--- src/rtl/shared_reg_arb_pkg.sv ---
// Shared definitions for the shared-register arbiter: FSM state encoding,
// a constant clog2 helper and the default NUM_REQ / DATA_W values.
package shared_reg_arb_pkg;

    // EMPTY: holding register has no unconsumed word; FULL: it has one.
    typedef enum logic {
        EMPTY = 1'b0,
        FULL  = 1'b1
    } state_t;

    localparam int DEF_NUM_REQ = 4;
    localparam int DEF_DATA_W  = 32;

    // Number of bits needed to index n items (n >= 2 gives at least 1).
    function automatic int clog2(input int n);
        int r;
        int v;
        r = 0;
        v = 1;
        while (v < n) begin
            v = v << 1;
            r++;
        end
        return r;
    endfunction

endpackage

--- src/rtl/shared_reg_arbiter_rr_pick.sv ---
// Combinational round-robin picker: scans req starting at ptr, wrapping
// modulo N, and returns the first set bit as a one-hot grant plus its index.
module rr_pick
    import shared_reg_arb_pkg::*;
#(
    parameter int N  = DEF_NUM_REQ,
    parameter int IW = clog2(N)
) (
    input  logic [N-1:0]  req,
    input  logic [IW-1:0] ptr,
    output logic [N-1:0]  gnt,
    output logic [IW-1:0] idx,
    output logic          any
);

    logic [IW-1:0] pos;

    // First requester at or after ptr (circularly) wins.
    always_comb begin
        // NOTE: every output gets a default before the loop so no latch is inferred.
        gnt = '0;
        idx = '0;
        any = 1'b0;
        pos = '0;
        for (int k = 0; k < N; k++) begin
            pos = IW'((int'(ptr) + k) % N);
            if (!any && req[pos]) begin
                any      = 1'b1;
                gnt[pos] = 1'b1;
                idx      = pos;
            end
        end
    end

endmodule

--- src/rtl/shared_reg_arbiter.sv ---
// Round-robin arbiter feeding one shared holding register with a
// valid/ack handshake toward a downstream consumer. A new word can be
// captured in the same cycle the old one is acked (no bubble).
// Optional requester lock is enabled by defining SHARED_REG_ARB_LOCK_EN.
module shared_reg_arbiter
    import shared_reg_arb_pkg::*;
#(
    parameter  int NUM_REQ = DEF_NUM_REQ,
    parameter  int DATA_W  = DEF_DATA_W,
    localparam int IW      = clog2(NUM_REQ)
) (
    input  logic                      CLK,
    input  logic                      RES,
    input  logic [NUM_REQ-1:0]        REQ,
    input  logic [NUM_REQ*DATA_W-1:0] REQ_D,
`ifdef SHARED_REG_ARB_LOCK_EN
    input  logic [NUM_REQ-1:0]        LOCK,
`endif
    output logic [NUM_REQ-1:0]        GNT,
    output logic [DATA_W-1:0]         Q,
    output logic                      Q_VALID,
    output logic [IW-1:0]             Q_OWNER,
    input  logic                      Q_ACK
);

    state_t              state;
    logic [IW-1:0]       ptr;
    logic [IW-1:0]       ptr_nxt;
    logic [NUM_REQ-1:0]  elig;
    logic [NUM_REQ-1:0]  pick_gnt;
    logic [IW-1:0]       pick_idx;
    logic                pick_any;
    logic                can_grant;
    logic                capture;
    logic [DATA_W-1:0]   req_data [NUM_REQ];

    for (genvar i = 0; i < NUM_REQ; i++) begin : g_unpack
        assign req_data[i] = REQ_D[i*DATA_W +: DATA_W];
    end

    // A grant may be issued when the register is empty or being drained now.
    assign can_grant = (state == EMPTY) || Q_ACK;
    assign capture   = can_grant && pick_any;
    assign GNT       = (can_grant && !RES) ? pick_gnt : '0;
    assign Q_VALID   = (state == FULL);

`ifdef SHARED_REG_ARB_LOCK_EN
    logic          lock_vld;
    logic [IW-1:0] lock_idx;
    logic          lock_hold;

    // The lock only restricts eligibility while its owner keeps requesting.
    assign lock_hold = lock_vld && REQ[lock_idx];
    assign elig      = lock_hold ? (REQ & (NUM_REQ'(1) << lock_idx)) : REQ;
    assign ptr_nxt   = LOCK[pick_idx] ? pick_idx :
                       (pick_idx == IW'(NUM_REQ - 1)) ? '0 : pick_idx + 1'b1;

    // Lock bookkeeping: set or cleared on every capture, dropped when the
    // owner withdraws its request in a cycle that could have granted.
    always_ff @(posedge CLK or posedge RES) begin
        if (RES) begin
            lock_vld <= 1'b0;
            lock_idx <= '0;
        end else if (capture) begin
            lock_vld <= LOCK[pick_idx];
            lock_idx <= pick_idx;
        end else if (can_grant && lock_vld && !REQ[lock_idx]) begin
            lock_vld <= 1'b0;
        end
    end
`else
    assign elig    = REQ;
    assign ptr_nxt = (pick_idx == IW'(NUM_REQ - 1)) ? '0 : pick_idx + 1'b1;
`endif

    rr_pick #(
        .N  (NUM_REQ),
        .IW (IW)
    ) u_pick (
        .req (elig),
        .ptr (ptr),
        .gnt (pick_gnt),
        .idx (pick_idx),
        .any (pick_any)
    );

    // Holding register FSM: capture on grant, drain on ack, hold otherwise.
    always_ff @(posedge CLK or posedge RES) begin
        // NOTE: sequential state uses non-blocking assignments so all registers update together.
        if (RES) begin
            state   <= EMPTY;
            Q       <= '0;
            Q_OWNER <= '0;
            ptr     <= '0;
        end else if (capture) begin
            state   <= FULL;
            Q       <= req_data[pick_idx];
            Q_OWNER <= pick_idx;
            ptr     <= ptr_nxt;
        end else if ((state == FULL) && Q_ACK) begin
            state   <= EMPTY;
        end
    end

endmodule

--- config.mk ---
export PLATFORM = sky130hd
export DESIGN_NAME = shared_reg_arbiter
export DESIGN_NICKNAME = d
export VERILOG_FILES = /design/src/rtl/shared_reg_arb_pkg.sv /design/src/rtl/shared_reg_arbiter_rr_pick.sv /design/src/rtl/shared_reg_arbiter.sv
export SDC_FILE = /design/constraint.sdc
export NUM_CORES = 1
export LEC_CHECK = 0
export ABC_AREA = 0
export CORE_MARGIN = 3
export CORE_UTILIZATION = 41
export CTS_CLUSTER_SIZE = 20
export DETAILED_ROUTE_END_ITERATION = 8
export PLACE_DENSITY_LB_ADDON = 0.25
export SYNTH_ARGS = -nofsm -noshare
export SYNTH_HDL_FRONTEND = slang
export SYNTH_SLANG_ARGS = --single-unit
--- constraint.sdc ---
create_clock -name CLK -period 6.9 [get_ports CLK]
set_input_delay 1.035 -clock CLK [delete_from_list [all_inputs] [get_ports CLK]]
set_output_delay 1.035 -clock CLK [all_outputs]
set_load 0.03 [all_outputs]
==> results.toml <==
[hold_path]
min-delay-start = "Q_OWNER[1]"
hold_path_end = "Q_OWNER[1]"
hold_path.class = "flip-flop to flip-flop"
min_path_cells = 1

[drt]
met1_length_mm = 3.40
route.met2.wl_mm = 4.70
dr.pass1.iters = 4
vias_per_cell = 5.27
num_vias = 2703
top_layer = "met4"
remaining_drc_errors = 0
wl_per_cell_um = 17.6
wl_met3_um = 792
postRouteAntennaNets = 0
wl_mm = 9.01
drt_iter0_drc = 105

[clock_network]
worstSkewPairLatency_ps = 280
cts_root_buf = "clkbuf_8"
path_clk_slew_ps = 70
post-cts-setup-buffer-count = 0
cts.sinks = 37
cts_made_buffers = 5
htreeDepth = 2
cts_tree = "built"
cts-hold-fix-buffers = 0
cts.repair.resized = 0
clock_path_buffers = 2

[pwr]
total_leakage_power_nw = 1.84
pwr-share-clk_pct = 7.6
vdd_drop_max_mv = 0.232
combPwrFrac_pct = 73.8
p_int_mw = 1.17
power.density_nw_per_um2 = 466
pwr-share-seq_pct = 18.6
p_sw_mw = 1.03
swShare_pct = 46.7

[cells_and_area]
drive_above_1_share_pct = 12.6
final_core_util_pct = 71.7
diodes = 0
final_nets = 562
final_cells = 513
nFillCells = 524
fin_area_um2 = 4710
area_delta_synth_final_pct = 63.8

[place]
placed_cells = 505
dp_hpwl_mm = 7.00
routabilityCongestion = 0.787
dp_slack_ps = 2380
placedInstanceArea_um2 = 4610
portBuffers = 173

[timing]
slew_headroom_pct = 15.7
finalHoldViolations = 0
max_freq_ghz = 0.219
post-route-period-util_pct = 66.1
fin_setup_tns_ps = 0
finalSetupViolations = 0
finClkSkew_ps = 7.46
rsz0062_at_grt = "false"
fin_crit_ps = 4560
layout_setup_ws_ps = 2340
tightestPinTransition_ps = 1260
drv_slew = 0

[die]
start_util_pct = 43.8
pin_count = 174
dieArea_um2 = 8060
die_w_um = 89.8
die_h_um = 89.8
core-area_um2 = 6570
row_count = 29

[worst_setup_path]
endpoint_kind = "output port"
ff2ff_path_depth = 10
start_kind = "primary input"
regToRegSetupSlack_ps = 2650
r2r_start = "ptr[0]"
path_max_fanout = 12
reg2reg_to = "ptr[0]"
worst_ep_arrival_time_ps = 3520
critPathKind = "primary input to output port"
cp.required_ps = 5860

[logic_synthesis]
yosysWarnings = 0
synth_top_area_cell = "dfrtp_1"
ys_seq_area_share_pct = 32.2
ys_ff_latch = 37
ys_types = 29
synth_top_area_share_pct = 32.2
syn_inst = 260
synth_area_leaders = "dfrtp_1, mux2i_1, a221oi_2, nor2_1, buf_6"
synth_fp_nets = 403
syn_area_um2 = 2880
avgSynthCellArea_um2 = 11.1

[global_routing]
grt_overflow = 0
first_global_vias = 2887
grt_usage_pct = 22.2
antenna_found_initial = 0
grt_pass1_wl_mm = 14.8
grt_max_degree = 41

[status]
status = "finished clean"

[run]
cap_violations = 0
cell usage after synthesis:
library cell / n
inv_1: 4
mux2i_1: 64
a21oi_1: 2
or2_1: 1
ha_1: 8
o22ai_2: 1
o21ai_0: 4
mux4_2: 3
dfrtp_1: 37
nor3b_1: 1
mux2_2: 4
buf_2: 9
nand2_1: 4
buf_4: 1
a22oi_1: 4
a221oi_1: 8
nor2b_1: 2
nor4_1: 2
mux2_4: 1
clkbuf_1: 4
buf_6: 9
nor2_1: 50
a221oi_2: 30
a2111oi_0: 2
nor3_1: 1
nor2b_4: 1
a32oi_1: 1
and2_4: 1
a32o_1: 1
per-stage QoR:
| stage | power (mW) | hold WS, ps |
|---|---|---|
| 2_1_floorplan | 1.60 | 682 |
| 3_3_place_gp | 2.00 | 481 |
| 3_5_place_dp | 2.04 | 503 |
| 4_1_cts | 2.21 | 520 |
| 5_1_grt | 2.34 | 547 |
| 6_report | 2.20 | 522 |
power by group through the flow:
stage                     Combinational (mW)  Sequential [mW]  Clock (mW)
after floorplan                         1.02            0.584           0
after global placement                  1.60            0.402           0
after detailed placement                1.64            0.406           0
after CTS                               1.64            0.407       0.172
after global routing                    1.73            0.423       0.182
final                                   1.62            0.408       0.166
metal layers:
metal / GRT usage (%) / vias up
li1: - / 1306
met1: 25.2 / 1274
met2: 39.7 / 113
met3: 8.10 / 10
met4: 4.98 / 0
met5: 0 / -
state kept, by name, summed over array words and instances, names as in the netlist:
register  cells
Q_OWNER       2
Q_VALID       1
ptr           2
Q            32
worst max-delay path, cell delays in order:
cell             delay, ps
clkdlybuf4s50_1        590
mux4_2                 650
nor2b_4                200
a22oi_1                 90
nor2_1                 110
a221oi_1                60
nor2_1                 110
clkdlybuf4s50_1        680
layout by cell type (no fill, tap or decap), types with 4 or more instances in the layout:
cell type,netlist,final
a221oi_2,30,30
dfrtp_1,37,37
clkbuf_8,0,7
mux2i_1,64,64
o21ai_0,4,4
ha_1,8,8
a221oi_1,8,8
nor2_1,50,50
a22oi_1,4,4
clkdlybuf4s50_1,0,173
nand2_1,4,4
mux2_2,4,4
final cells by class:
cell class	instances	area [um2]	share of cell area, %
clock inverter	1	5.00	0.106
clock buffer	7	96.3	2.05
tap	93	116	2.47
inverter	4	15.0	0.319
multi-input combinational	196	1790	38.1
timing repair buffer	175	1760	37.3
sequential	37	926	19.7
logic make-up after synthesis:
group / count (synthesis) / share of synthesized area [%]
multiplexers: 72 / 26.7
AND/OR/NAND/NOR: 63 / 9.35
AO/OA/AOI/OAI: 53 / 21.9
buffers and inverters: 27 / 6.39
flip-flops: 37 / 32.2
adder cells (fa/ha/maj): 8 / 3.48
worst max path at each step:
stage,start,to,slack [ps],cells past startpoint
CTS,REQ[2],GNT[1],2370,8
finish,REQ[2],GNT[2],2340,8
global placement,REQ[2],GNT[1],2480,8
detailed placement,REQ[2],GNT[2],2380,8
global route,ptr[0],GNT[0],2170,8
floorplan,RES,GNT[0],3320,3
Note: power is estimated with default switching activity, not from simulation.
